$ cat src/rtl/lv_wdg_scan.sv
// lv_wdg_scan: background register CRC-8 scanner plus SPI-inactivity watchdog.
// Reads one address at a time from the controller, flags the first CRC mismatch and times SPI silence.
module lv_wdg_scan #(
    parameter int                REG_AW          = 7,
    parameter int                REG_DW          = 8,
    parameter int                REG_CRC_W       = 8,
    parameter logic [REG_AW-1:0] SCAN_START_ADDR = 7'h00,
    parameter logic [REG_AW-1:0] SCAN_END_ADDR   = 7'h3F,
    parameter int                SCAN_GAP_CYC    = 16,
    parameter int                ACK_TMO_CYC     = 32,
    parameter int                WDG_TMO_CYC     = 4096
) (
    input  logic                 i_clk,
    input  logic                 i_rst_n,
    input  logic                 i_scan_en,
    input  logic                 i_err_clr,
    input  logic                 i_spi_rst_wdg,
    output logic                 o_wdg_scan_rac_rd_req,
    output logic [REG_AW-1:0]    o_wdg_scan_rac_addr,
    input  logic                 i_rac_wdg_scan_ack,
    input  logic [REG_DW-1:0]    i_rac_wdg_scan_data,
    input  logic [REG_CRC_W-1:0] i_rac_wdg_scan_crc,
    output logic                 o_scan_crc_err,
    output logic                 o_scan_err_flag,
    output logic [REG_AW-1:0]    o_scan_err_addr,
    output logic                 o_scan_ack_tmo,
    output logic                 o_wdg_tmo,
    output logic                 o_scan_round_done
);

    localparam logic [1:0] ST_IDLE = 2'd0;
    localparam logic [1:0] ST_GAP  = 2'd1;
    localparam logic [1:0] ST_REQ  = 2'd2;

    localparam int GAP_W = (SCAN_GAP_CYC > 1) ? $clog2(SCAN_GAP_CYC) : 1;
    localparam int TMO_W = $clog2(ACK_TMO_CYC);
    localparam int WDG_W = $clog2(WDG_TMO_CYC);

    localparam logic [GAP_W-1:0]     GAP_LAST = GAP_W'(SCAN_GAP_CYC - 1);
    localparam logic [TMO_W-1:0]     TMO_LAST = TMO_W'(ACK_TMO_CYC - 1);
    localparam logic [WDG_W-1:0]     WDG_LAST = WDG_W'(WDG_TMO_CYC - 1);
    localparam logic [REG_CRC_W-1:0] CRC_POLY = REG_CRC_W'(8'h07);

    // Bit-serial CRC, MSB first, init 0, over the data byte only.
    function automatic logic [REG_CRC_W-1:0] f_crc(input logic [REG_DW-1:0] d);
        logic [REG_CRC_W-1:0] c;
        c = '0;
        for (int i = REG_DW - 1; i >= 0; i--) begin
            if (c[REG_CRC_W-1] ^ d[i]) c = (c << 1) ^ CRC_POLY;
            else                       c = c << 1;
        end
        return c;
    endfunction

    logic [1:0]        r_state;
    logic [GAP_W-1:0]  r_gap_cnt;
    logic [TMO_W-1:0]  r_tmo_cnt;
    logic [WDG_W-1:0]  r_wdg_cnt;
    logic              r_rd_req;
    logic [REG_AW-1:0] r_addr;
    logic              r_crc_err;
    logic              r_err_flag;
    logic [REG_AW-1:0] r_err_addr;
    logic              r_ack_tmo;
    logic              r_wdg_tmo;
    logic              r_round_done;

    logic w_in_req, w_ack, w_tmo, w_done, w_crc_bad, w_wrap, w_wdg_hit;

    // Acks outside REQ are dropped here, so nothing downstream sees them.
    assign w_in_req  = (r_state == ST_REQ);
    assign w_ack     = w_in_req & i_rac_wdg_scan_ack;
    assign w_tmo     = w_in_req & ~i_rac_wdg_scan_ack & (r_tmo_cnt == TMO_LAST);
    assign w_done    = w_ack | w_tmo;
    assign w_crc_bad = w_ack & (f_crc(i_rac_wdg_scan_data) != i_rac_wdg_scan_crc);
    assign w_wrap    = (r_addr == SCAN_END_ADDR);
    assign w_wdg_hit = ~i_spi_rst_wdg & (r_wdg_cnt == WDG_LAST);

    always_ff @(posedge i_clk or negedge i_rst_n) begin
        if (!i_rst_n) begin
            r_state      <= ST_IDLE;
            r_gap_cnt    <= '0;
            r_tmo_cnt    <= '0;
            r_rd_req     <= 1'b0;
            r_addr       <= SCAN_START_ADDR;
            r_round_done <= 1'b0;
        end else begin
            r_round_done <= w_done & w_wrap;
            case (r_state)
                ST_IDLE: begin
                    if (i_scan_en) begin
                        r_state   <= ST_GAP;
                        r_gap_cnt <= '0;
                    end
                end
                ST_GAP: begin
                    if (!i_scan_en) begin
                        r_state <= ST_IDLE;
                    end else if (r_gap_cnt == GAP_LAST) begin
                        r_state   <= ST_REQ;
                        r_rd_req  <= 1'b1;
                        r_tmo_cnt <= '0;
                    end else begin
                        r_gap_cnt <= r_gap_cnt + 1'b1;
                    end
                end
                ST_REQ: begin
                    // An outstanding read always completes, even if scan_en fell.
                    if (w_done) begin
                        r_rd_req  <= 1'b0;
                        r_gap_cnt <= '0;
                        r_state   <= i_scan_en ? ST_GAP : ST_IDLE;
                        r_addr    <= w_wrap ? SCAN_START_ADDR : r_addr + 1'b1;
                    end else begin
                        r_tmo_cnt <= r_tmo_cnt + 1'b1;
                    end
                end
                default: begin
                    r_state  <= ST_IDLE;
                    r_rd_req <= 1'b0;
                end
            endcase
        end
    end

    // Sticky flags: a set condition in the same cycle beats i_err_clr.
    always_ff @(posedge i_clk or negedge i_rst_n) begin
        if (!i_rst_n) begin
            r_crc_err  <= 1'b0;
            r_err_flag <= 1'b0;
            r_err_addr <= '0;
            r_ack_tmo  <= 1'b0;
            r_wdg_tmo  <= 1'b0;
            r_wdg_cnt  <= '0;
        end else begin
            r_crc_err <= w_crc_bad;
            if (w_crc_bad) begin
                r_err_flag <= 1'b1;
                if (!r_err_flag || i_err_clr) r_err_addr <= r_addr;
            end else if (i_err_clr) begin
                r_err_flag <= 1'b0;
                r_err_addr <= '0;
            end

            if (w_tmo)          r_ack_tmo <= 1'b1;
            else if (i_err_clr) r_ack_tmo <= 1'b0;

            if (i_spi_rst_wdg)                          r_wdg_cnt <= '0;
            else if (i_scan_en && r_wdg_cnt != WDG_LAST) r_wdg_cnt <= r_wdg_cnt + 1'b1;

            if (w_wdg_hit)      r_wdg_tmo <= 1'b1;
            else if (i_err_clr) r_wdg_tmo <= 1'b0;
        end
    end

    assign o_wdg_scan_rac_rd_req = r_rd_req;
    assign o_wdg_scan_rac_addr   = r_addr;
    assign o_scan_crc_err        = r_crc_err;
    assign o_scan_err_flag       = r_err_flag;
    assign o_scan_err_addr       = r_err_addr;
    assign o_scan_ack_tmo        = r_ack_tmo;
    assign o_wdg_tmo             = r_wdg_tmo;
    assign o_scan_round_done     = r_round_done;

endmodule

$ cat config.mk
export PLATFORM = sky130hd
export DESIGN_NAME = lv_wdg_scan
export DESIGN_NICKNAME = d
export VERILOG_FILES = /design/src/rtl/lv_wdg_scan.sv
export SDC_FILE = /design/constraint.sdc
export NUM_CORES = 1
export LEC_CHECK = 0
export ABC_AREA = 1
export BUFFER_PORTS_ARGS = -buffer_cell sky130_fd_sc_hd__buf_4
export CORE_UTILIZATION = 52
export CTS_BUF_LIST = sky130_fd_sc_hd__clkbuf_4
export CTS_CLUSTER_DIAMETER = 40
export DETAILED_ROUTE_END_ITERATION = 10
export GPL_TIMING_DRIVEN = 0
export PLACE_DENSITY = 0.78
export SLEW_MARGIN = 40
export SYNTH_ARGS = -nofsm -noshare
export SYNTH_HDL_FRONTEND = slang
export SYNTH_SLANG_ARGS = --single-unit
$ cat constraint.sdc
create_clock -name i_clk -period 1.7 [get_ports i_clk]
set_input_delay 0.255 -clock i_clk [delete_from_list [all_inputs] [get_ports i_clk]]
set_output_delay 0.255 -clock i_clk [all_outputs]
set_load 0.01 [all_outputs]
==> out/qor.yml <==
status: "finished, violations left"
violations: "negative setup slack"
seqCellArea_um2: 1080
core.rowCount: 24
synth.area.top_cells: "dfrtp_1 (44%), nand2_1 (11%), inv_1 (6.4%)"
post-route-drc-count: 0
grt_pass1_wl_um: 8450
timing.clock.skew_ns: 0.0172
viasPerCell: 5.19
grt_overflow: 0
ir_drop_mv: 0.543
drtAntennaViolNets: 0
initial_utilization: 0.548
grt_pass1_vias: 1976
cp_top_family: "flip-flops"
syn-num-nets: 325
antenna_found_initial: 0
seq_area_frac_synth: 0.445
tightest_slew_ns: 0.516
max_freq_mhz: 583
layout_common_cells: "nand2_1 (68), buf_4 (51), dfrtp_1 (43), inv_1 (38), nand3_1 (28)"
cp.buffers_inverters: 2
cellLeakagePower_uw: 0.00157
diodes: 0
period_needed_ns: 1.72
fp.dieW_um: 70.2
n_fill_cell: 363
grt_max_degree: 44
p_int_uw: 1440
dpl_cell_area_um2: 2790
slew_violations: 0
netSwitchingPower_uw: 667
synth-seq-cells: 43
clkTransAtPathRegs_ns: 0.14
yosysWarnings: 0
pwr-share-seq: 0.542
yosys.area.top_type: "dfrtp_1"
syn_area_um2: 2420
hold_slack_ns: 0.129
relSlewSlack: 0.656
track_usage: 0.216
dieArea_um2: 4930
insertion_delay_ns: 0.36
setup_slack_ns: -0.0152
port_buffers: 40
crit_type: "flip-flop to flip-flop"
design_area_um2: 3040
syn_inst: 298
hold_class: "input pin to flip-flop"
start_kind: "flip-flop"
totalWireLength_um: 5070
critical_path_arrival_ns: 1.96
gp_congestion: 0.795
hold_viol: 0
slowest_stage: "dfrtp_1"
dpl.hpwl_um: 3560
swShare: 0.316
clockRootBuffer: "clkbuf_4"
avgSynthCellArea_um2: 8.12
multiInputGateArea_um2: 1250
cts.sinks: 43
io_pins: 42
ctsHtreeMaxLevel: 2
vias: 2137
power_density_nw_per_um2: 693
final.period_utilization: 1.01
power_frac_clock: 0.242
area_growth_pct: 25.8
rsz0062_at_grt: "yes"
synth_top_area_frac: 0.445
cts_buffers: 5
cp-end-kind: "flip-flop"
cts_tree: "yes"
critPathMaxFanout: 3
p_comb_frac: 0.216
drive_gt1_frac: 0.286
coreArea_um2: 4410
worstPathRequired_ns: 1.95
cts_buffer_depth: 2
wl_per_cell_um: 12.3
setup_viol_count_final: 2
final_common_cell: "nand2_1"
firstDrtPassIters: 4
nets: 386
finalPower_uw: 2110
rrSetupSlack_ns: -0.02
crit_chain: "ha_2 -> nand2_2 -> nor2_2 -> ha_2 -> o21ai_4 -> buf_6 -> buf_6 -> nor2_4 -> nand3_2 -> xor2_1"
drtIter0Drc: 110
slowest_delay_ns: 0.40
yosys.cell_types.count: 33
die_h_um: 70.2
drv_cap: 0
synthesized netlist by cell type (all sizes together):
library cell	number
o31ai	3
o22ai	2
nor3b	1
a211oi	1
ha	5
nand2	78
nor3	5
a32o	1
a31o	1
dfrtp	43
nand4	6
inv	45
clkbuf	1
a21oi	10
nand3b	1
a2bb2oi	1
o21ba	1
a31oi	2
xnor2	7
nand3	35
nor2	23
o21ai	12
xor2	11
o21a	3
logic make-up after synthesis:
logic type	Yosys count	synth area share
fa+ha+maj	5	0.0259
xor+xnor	18	0.0652
compound gates	37	0.0947
buf+inv	46	0.0714
flops	43	0.445
simple gates	149	0.298
area by class of cell:
class,count,share of cell area
plain buffers,1,0.00123
well taps,52,0.0214
flip-flops and latches,43,0.354
clock buffers,6,0.0148
multi-input cells,209,0.412
clock inverters,2,0.00411
repair buffers,54,0.137
inverters,45,0.0564
path summary, 6_finish.rpt:
kind / startpoint / end / cells after the start
setup reg to reg: r_tmo_cnt[0]$_DFFE_PN0P_ / o_wdg_scan_rac_addr[4]$_DFFE_PN0P_ / 10
hold reg to reg: r_wdg_cnt[5]$_DFFE_PN0P_ / r_wdg_cnt[5]$_DFFE_PN0P_ / 1
max in group asynchronous: i_rst_n / o_scan_err_addr[5]$_DFFE_PN0P_ / 2
hold / removal: i_err_clr / o_wdg_tmo$_DFFE_PN0P_ / 2
setup / recovery: r_tmo_cnt[0]$_DFFE_PN0P_ / o_wdg_scan_rac_addr[4]$_DFFE_PN0P_ / 10
min in group asynchronous: i_rst_n / r_gap_cnt[2]$_DFFE_PN0P_ / 2
power groups by stage:
| stage | Combinational, uW | Sequential, uW | Clock (uW) |
|---|---|---|---|
| after floorplan | 288 | 1150 | 0 |
| after global placement | 399 | 1160 | 0 |
| after detailed placement | 409 | 1160 | 0 |
| after CTS | 429 | 1140 | 520 |
| after global routing | 520 | 1150 | 567 |
| final | 455 | 1140 | 510 |
per-layer routing:
| layer | global-route usage | vias up | part of all wire |
|---|---|---|---|
| met1 | 0.274 | 990 | 0.44 |
| met2 | 0.351 | 50 | 0.50 |
| met3 | 0.0534 | 8 | 0.045 |
| li1 | - | 1089 | - |
| met5 | 0 | - | 0 |
| met4 | 0.0911 | 0 | 0.019 |
worst reg2reg max path: cells and delay by family (launching register included):
family,cells,cell delay [ns]
compound gates,1,0.07
xor+xnor,1,0.15
fa+ha+maj,2,0.40
simple gates,4,0.32
flops,1,0.40
buf+inv,2,0.26
sequential cells by signal, indices dropped and copies added, names as in the netlist:
name,flops
r_wdg_cnt,12
o_scan_err_addr,7
o_wdg_scan_rac_addr,7
r_tmo_cnt,5
r_gap_cnt,4
r_state,2
o_scan_ack_tmo,1
o_scan_crc_err,1
o_scan_err_flag,1
o_scan_round_done,1
o_wdg_scan_rac_rd_req,1
o_wdg_tmo,1
stage by stage:
stage | worst slack [ns] | TNS (ns) | utilization | cells
after floorplan | 0.00513 | 0 | - | 298
after global placement | -0.222 | -1.23 | 0.632 | 390
after detailed placement | -0.289 | -1.77 | 0.632 | 390
after CTS | -0.0157 | -0.0158 | 0.669 | 405
after global routing | -0.125 | -0.433 | 0.689 | 412
final | -0.0152 | -0.0252 | 0.689 | 412
repair_timing:
action,CTS,global route
buffers inserted,6,7
setup endpoints to repair,18,19
hold endpoints to repair,43,0
hold buffers,1,0
pin swaps,6,9
gates resized for setup,14,13
(Power assumes the default switching activity.)
